[src/rtl/hilo_muldiv.sv]
// HI/LO unit: iterative signed/unsigned shift-add multiplier and restoring divider
// writing a 2*WIDTH-bit result into HI/LO, plus single-cycle MTHI/MTLO writes.
module hilo_muldiv #(
   parameter int WIDTH = 32
) (
   input  logic             clk,
   input  logic             reset,
   input  logic             start,
   input  logic [2:0]       op,
   input  logic [WIDTH-1:0] src_a,
   input  logic [WIDTH-1:0] src_b,
   output logic             busy,
   output logic             done,
   output logic [WIDTH-1:0] hi_out,
   output logic [WIDTH-1:0] lo_out,
   output logic [1:0]       stateDbg
);

   localparam int CW = $clog2(WIDTH) + 1;

   typedef enum logic [1:0] {
      IDLE = 2'd0,
      CALC = 2'd1,
      FIX  = 2'd2
   } stateT;

   stateT            state, nextState;
   logic [CW-1:0]    count;
   logic [WIDTH-1:0] accHi, accLo, operand;
   logic             isDiv, negRes, negRem, divZero;

   // Handshake: start is a request taken only on an edge where busy=0; while
   // busy=1 every start (any op) is dropped and the issuer must hold/stall.
   logic accept, mulDivStart, mthiStart, mtloStart;
   assign accept      = (state == IDLE) && start;
   assign mulDivStart = accept && !op[2];
   assign mthiStart   = accept && (op == 3'd4);
   assign mtloStart   = accept && (op == 3'd5);

   // Signed ops are 0 (MULT) and 2 (DIV); the datapath works on magnitudes.
   logic             signedOp, signA, signB;
   logic [WIDTH-1:0] magA, magB;
   assign signedOp = !op[0];
   assign signA    = signedOp && src_a[WIDTH-1];
   assign signB    = signedOp && src_b[WIDTH-1];
   assign magA     = signA ? -src_a : src_a;
   assign magB     = signB ? -src_b : src_b;

   // One shift-add step: {accHi,accLo} is the product with the multiplier
   // draining out of accLo's low end.
   logic [WIDTH:0] mulSum;
   assign mulSum = {1'b0, accHi} + (accLo[0] ? {1'b0, operand} : '0);

   // One restoring step: accHi is the remainder, accLo shifts the dividend
   // out of its top and the quotient bits in at the bottom.
   logic [WIDTH:0]   divShift;
   logic             divFits;
   logic [WIDTH-1:0] divRem;
   assign divShift = {accHi, accLo[WIDTH-1]};
   assign divFits  = divShift >= {1'b0, operand};
   assign divRem   = divShift[WIDTH-1:0] - operand;

   logic [2*WIDTH-1:0] product, fixProd;
   logic [WIDTH-1:0]   fixQuo, fixRem;
   assign product = {accHi, accLo};
   assign fixProd = negRes ? -product : product;
   assign fixQuo  = negRes ? -accLo : accLo;
   assign fixRem  = negRem ? -accHi : accHi;

   always_ff @(posedge clk) begin
      if (reset) state <= IDLE;
      else       state <= nextState;
   end

   always_comb begin
      nextState = state;
      case (state)
         IDLE:    if (mulDivStart) nextState = CALC;
         CALC:    if (count == CW'(1)) nextState = FIX;
         FIX:     nextState = IDLE;
         default: nextState = IDLE;
      endcase
   end

   always_ff @(posedge clk) begin
      if (reset) begin
         count   <= '0;
         accHi   <= '0;
         accLo   <= '0;
         operand <= '0;
         isDiv   <= 1'b0;
         negRes  <= 1'b0;
         negRem  <= 1'b0;
         divZero <= 1'b0;
         hi_out  <= '0;
         lo_out  <= '0;
         done    <= 1'b0;
      end else begin
         done <= 1'b0;
         case (state)
            IDLE: begin
               if (mulDivStart) begin
                  isDiv   <= op[1];
                  operand <= op[1] ? magB : magA;
                  accLo   <= op[1] ? magA : magB;
                  accHi   <= '0;
                  count   <= CW'(WIDTH);
                  negRes  <= signA ^ signB;
                  negRem  <= signA;
                  divZero <= op[1] && (src_b == '0);
               end else if (mthiStart) begin
                  hi_out <= src_a;
               end else if (mtloStart) begin
                  lo_out <= src_a;
               end
            end
            CALC: begin
               count <= count - CW'(1);
               if (isDiv) begin
                  accHi <= divFits ? divRem : divShift[WIDTH-1:0];
                  accLo <= {accLo[WIDTH-2:0], divFits};
               end else begin
                  accHi <= mulSum[WIDTH:1];
                  accLo <= {mulSum[0], accLo[WIDTH-1:1]};
               end
            end
            FIX: begin
               done <= 1'b1;
               if (isDiv) begin
                  // A zero divisor leaves the dividend as remainder, so HI is src_a.
                  hi_out <= fixRem;
                  lo_out <= divZero ? '1 : fixQuo;
               end else begin
                  {hi_out, lo_out} <= fixProd;
               end
            end
            default: ;
         endcase
      end
   end

   assign busy     = (state != IDLE);
   assign stateDbg = state;

endmodule

[config.mk]
export PLATFORM = sky130hd
export DESIGN_NAME = hilo_muldiv
export DESIGN_NICKNAME = d
export VERILOG_FILES = /design/src/rtl/hilo_muldiv.sv
export SDC_FILE = /design/constraint.sdc
export NUM_CORES = 1
export LEC_CHECK = 0
export CORE_MARGIN = 2
export CORE_UTILIZATION = 30
export DETAILED_ROUTE_END_ITERATION = 6
export GPL_ROUTABILITY_DRIVEN = 0
export PLACE_DENSITY_LB_ADDON = 0.08
export SLEW_MARGIN = 0
export SYNTH_ARGS = -nofsm -noshare
export SYNTH_HDL_FRONTEND = slang
export SYNTH_SLANG_ARGS = --single-unit
export TNS_END_PERCENT = 10
[constraint.sdc]
create_clock -name clk -period 4.3 [get_ports clk]
set_input_delay 0.86 -clock clk [delete_from_list [all_inputs] [get_ports clk]]
set_output_delay 0.86 -clock clk [all_outputs]
set_load 0.02 [all_outputs]
; After elaboration in Yosys (flattened, before gate mapping)
; Index checks and enable logic that the tools add are counted.
[totals]
ff_bits = 173
inputBits = 70
word_cells = 83
[op_classes]
n_eq_ne = 11
addsub = 8
n_bitwise = 1
reduce_logical = 19
n_lt_le_gt_ge = 1
mux = 31
[op_table]
columns = op, n
row1 = 2-to-1 mux 32 bit, 20
row2 = one-hot mux 32 bit (2 select lines), 4
row3 = negation 32 bit, 4
row4 = 2-to-1 mux 64 bit, 1
row5 = negation 64 bit, 1
row6 = adder 32 x 32 -> 33 bit, 1
row7 = >= comparator 33 x 32 -> 1 bit, 1
row8 = zero test 32 bit, 1
row9 = subtractor 32 bit, 1
row10 = "inequality test 2 bit, second input constant", 6
row11 = one-hot mux 6 bit (2 select lines), 1
row12 = logical AND 1 bit, 7
row13 = "equality test 3 bit, second input constant", 2
row14 = "equality test 6 x 1 -> 1 bit, second input constant", 1
row15 = 2-to-1 mux 6 bit, 1
row16 = AND reduction 2 bit, 3
row17 = nonzero test 2 bit, 3
row18 = "subtractor 6 x 1 -> 6 bit, second input constant", 1
row19 = 2-to-1 mux 2 bit, 2
row20 = one-hot mux 2 bit (2 select lines), 1
row21 = AND reduction 4 bit, 1
row22 = AND reduction 3 bit, 1
row23 = "equality test 2 x 1 -> 1 bit, second input constant", 1
row24 = "equality test 2 bit, second input constant", 1
row25 = other kinds (4), 5

; Depth between registers and ports, before layout
[depth]
depth_word = 7
ltp_mapped = 15
depth_no_buf = 13

; Least setup slack after synthesis
; No wires, ideal clock.
[synth_timing]
kind = register to register
startpoint = register accLo[0]
endpoint = register accHi[31]
setup_slack_ns = 0.868
setup_ns = 0.117
path_stages_with_launch = 14
t_required_ns = 4.183
synth_period_minus_slack_ns = 3.432
arrival_ns = 3.315
path_buffers = 2
cell_sequence = dfxtp_1 clkbuf_1 inv_1 clkbuf_1 nor2_1 ha_1 or4_1 o21ai_0 o21ai_0 a221oi_1 o31ai_1 a211oi_1 o211ai_1 a32o_1
[synth_via]
elab_chain_cells = 4
[synth_rtl]
columns = item, line_no
row1 = from (decl), 29  ; logic [WIDTH-1:0] accHi, accLo, operand;
row2 = from (signal assigned), 105  ; accLo <= op[1] ? magA : magB;
row3 = from (signal assigned), 121  ; accLo <= {accLo[WIDTH-2:0], divFits};
row4 = from (signal assigned), 124  ; accLo <= {mulSum[0], accLo[WIDTH-1:1]};
row5 = 2-to-1 mux 32 bit, 52  ; assign mulSum = {1'b0, accHi} + (accLo[0] ? {1'b0, operand} : '0);
row6 = adder 32 x 32 -> 33 bit, 52
row7 = 2-to-1 mux 32 bit, 119  ; if (isDiv) begin
row8 = one-hot mux 32 bit (2 select lines), 100  ; case (state)
row9 = to (signal assigned), 120  ; accHi <= divFits ? divRem : divShift[WIDTH-1:0];
row10 = to (signal assigned), 123  ; accHi <= mulSum[WIDTH:1];
row11 = to (decl), 29
; No other way between the ends.
; A chain may end at the register's enable or synchronous reset.

; Final worst setup path
; Same ends and word-level chain as after synthesis.

==> run summary <==
status - finished clean
area of the multi-input gates - 0.0102 mm2
fraction of power consumed by sequential logic - 35.4%
DRC violations left - 0
maximum fanout along the worst path - 11
CTS clock-pin slew for the worst setup and hold paths - 0.07 ns
HP Start - lo_out[27]$_SDFFE_PP0P_
total power - 0.00497 W
# H-tree levels - 4
cts bufs inserted - 17
setup skew after layout - 0.0120 ns
global-route wire length before repair - 94200 um
number of instances in the synthesized netlist - 1986
count of boundary I/O pins - 138
detail-routed net length per standard cell - 23.5 um
power share of the clock group - 34.9%
worst setup margin - 0.586 ns
leading cell type in the layout, fill and taps excluded - sky130_fd_sc_hd__nor2_1
switching part of the total - 35.9%
number of hold-repair buffers added at the cts stage - 0
synthesized area per cell - 7.27 um2
max-capacitance violation count - 0
unique cell type count in the Yosys netlist - 78
kind of start point of the critical path - flop
R2R Path End - accHi[31]$_SDFFE_PP0P_
worst hold slack across all endpoints - 0.449 ns
Layout Cells excl Fill - 2718
Critical Path Max Stage Delay - 0.55 ns
share of synthesized flip-flops with an asynchronous set or reset - 0%
number of nets in the layout - 2232
total of flip-flops plus latches after synthesis - 173
setup total negative slack - 0 ns
fraction of final layout cells with drive strength greater than 1 - 7.85%
number of antenna violations at the first check in global routing - 2
final critical path time including I/O delays and setup - 3.71 ns
routed vias - 15500
TritonCTS clock tree - done
Netlist Area Pre-Place - 0.0144 mm2
number of sinks handled by clock tree synthesis - 173
clock tree root buffer cell - sky130_fd_sc_hd__clkbuf_16
Static Leak - 6.60 nW
chip height - 223 um
Int Pwr - 0.00318 W
register area - 0.00346 mm2
slowest stage cell on the critical path - sky130_fd_sc_hd__a221oi_1
chip width - 223 um
yosys synthesis warning count - 0
total inserted antenna cells - 0
worst hold path class - flop to flop
placement row count - 80
library cell appearing most often on the critical path - sky130_fd_sc_hd__o21ai_0
count of cells along the worst register-to-register path - 12
sequential-to-total area share from yosys stat - 24.0%
iteration-0 DRC count of the detailed router - 1396
total of endpoints with negative setup slack in the final report - 0
Worst Path Required - 4.67 ns
area of the core - 0.0476 mm2
Clk Latency, worst-skew pair - 0.47 ns
crit path kind - flop to flop
setup slack of the worst register-to-register path - 0.59 ns
hold worst-path end - lo_out[27]$_SDFFE_PP0P_
wirelength, routed - 63800 um
maximum resistive drop on vdd - 0.295 mV
DP HPWL - 49800 um
fillcell total - 5097
placement-stage worst setup slack - 0.486 ns
Area Overhead vs Synth - 20.0%
number of buffers added on ports - 137
final slew viol count - 0
number of gates resized after CTS - 0
Cells on Worst Hold Path - 2
remaining number of nets flagged by the antenna check after routing - 0
leading cell types in the layout, fill and taps excluded - sky130_fd_sc_hd__nor2_1, sky130_fd_sc_hd__a21oi_1, sky130_fd_sc_hd__nand2_1, sky130_fd_sc_hd__dfxtp_1, sky130_fd_sc_hd__clkdlybuf4s50_1
share of total power in combinational logic - 29.6%
arrival time reported for the critical path endpoint - 4.08 ns
setup repair after global routing missed its margin - no
grt ovf - 0
vias in the first global route - 14600
predominant post-synthesis flop cell - sky130_fd_sc_hd__dfxtp_1
aggregate global-route resource usage - 25.1%
area of the die - 0.0499 mm2
Worst setup EP type - flop
period utilisation layout - 86.4%
detailed-routing iteration count for the pre-antenna-repair pass - 5
actual slew at the worst max-slew pin - 0.981 ns
net count of the mapped netlist - 2128
Starting Density - 30.3%
number of enable-type register cells in the synthesized netlist - 0
sw power - 0.00178 W
hold violation count in the final report - 0
series of cell instances along the critical path - inv_1, buf_4, nor2_1, ha_1, or4_1, o21ai_0, o21ai_0, a221oi_1, o31ai_1, a211oi_1, o211ai_1, a32o_1
FMAX - 269 MHz
maximum number of pins on one net before global-route repair - 71
setup fix buffers added after clock tree synthesis - 0
placed insts - 2686
Clock Path Buffers - 2
power density over the cells - 287 mW/mm2
Avg Vias per Cell - 5.71
r2r startpoint - accLo[0]$_SDFFE_PP0P_
worst slew margin relative to its limit - 34.4%
per-layer routing:
| layer | GRT usage, % | vias up | share of wire [%] |
|---|---|---|---|
| li1 | - | 7441 | - |
| met1 | 35.3 | 7470 | 47 |
| met2 | 39.4 | 534 | 44 |
| met3 | 3.00 | 77 | 5.6 |
| met4 | 9.08 | 0 | 3.2 |
| met5 | 0 | - | 0 |
power groups by stage:
stage,Clock [W],Sequential (W),Combinational (W)
after floorplan,0,0.00178,0.000895
after global routing,0.00182,0.00177,0.00159
after global placement,0,0.00179,0.00145
after detailed placement,0,0.00179,0.00145
after CTS,0.00176,0.00176,0.00146
final,0.00174,0.00176,0.00147
worst max-delay path, delay by kind of cell, from the launching register on:
family,cells,cell delay (ns)
compound gates,7,2.15
fa+ha+maj,1,0.22
buf+inv,2,0.43
flops,1,0.31
simple gates,2,0.48
metrics by stage:
| step | util [%] | area, um2 |
|---|---|---|
| global route | 36.3 | 17300 |
| detailed placement | 35.0 | 16700 |
| CTS | 36.3 | 17300 |
| finish | 36.3 | 17300 |
| floorplan | - | 14400 |
| global placement | 35.0 | 16700 |
Yosys cell counts, drive strengths merged, types with 18 or more instances:
cell | instances | area share, %
a211oi | 46 | 2.4
a21o | 37 | 1.9
a21oi | 220 | 7.6
a22oi | 19 | 0.99
a31oi | 26 | 1.1
buf | 19 | 0.72
clkbuf | 119 | 3.1
dfxtp | 173 | 24
ha | 70 | 6.1
inv | 67 | 1.7
mux2i | 41 | 2.8
nand2 | 195 | 5.1
nand2b | 18 | 0.78
nand3 | 18 | 0.62
nor2 | 234 | 6.1
nor3 | 48 | 1.7
nor4 | 23 | 1.0
o211ai | 32 | 1.7
o21ai | 129 | 4.5
o221ai | 38 | 2.3
o31ai | 24 | 1.3
or3 | 27 | 1.2
or4 | 21 | 1.2
xnor2 | 94 | 5.7
xor2 | 73 | 4.4
cell type report:
| cell class | instances | area share (%) |
|---|---|---|
| tap | 615 | 4.44 |
| clock inverter | 12 | 0.903 |
| sequential | 173 | 20.0 |
| clock buffer | 20 | 2.69 |
| timing repair buffer | 224 | 11.6 |
| inverter | 67 | 1.45 |
| multi-input combinational | 1607 | 58.9 |
how the worst max path moves through the flow:
stage,start,end,depth (start not counted)
5_1_grt,accLo[0]$_SDFFE_PP0P_,accHi[31]$_SDFFE_PP0P_,12
4_1_cts,accLo[0]$_SDFFE_PP0P_,accHi[31]$_SDFFE_PP0P_,12
3_3_place_gp,src_a[16],operand[29]$_SDFFE_PP0P_,10
6_report,accLo[0]$_SDFFE_PP0P_,accHi[31]$_SDFFE_PP0P_,12
3_5_place_dp,src_a[5],operand[29]$_SDFFE_PP0P_,10
2_1_floorplan,accLo[0]$_SDFFE_PP0P_,accHi[31]$_SDFFE_PP0P_,13
registers in the layout, summed over array words and instances (netlist names):
name      cells
negRem        1
lo_out       32
count         6
accLo        32
operand      32
divZero       1
accHi        32
isDiv         1
stateDbg      2
done          1
hi_out       32
negRes        1
logic make-up (layout without fill, tap and decap cells):
logic type	count (synthesis)	after routing	share of synthesized area, %
XOR/XNOR	167	167	10.1
AO/OA/AOI/OAI	665	665	29.5
flip-flops	173	173	24.0
AND/OR/NAND/NOR	655	655	21.0
adder cells (fa/ha/maj)	72	72	6.34
multiplexers	48	48	3.39
buffers and inverters	206	323	5.65
(Power assumes the default switching activity.)
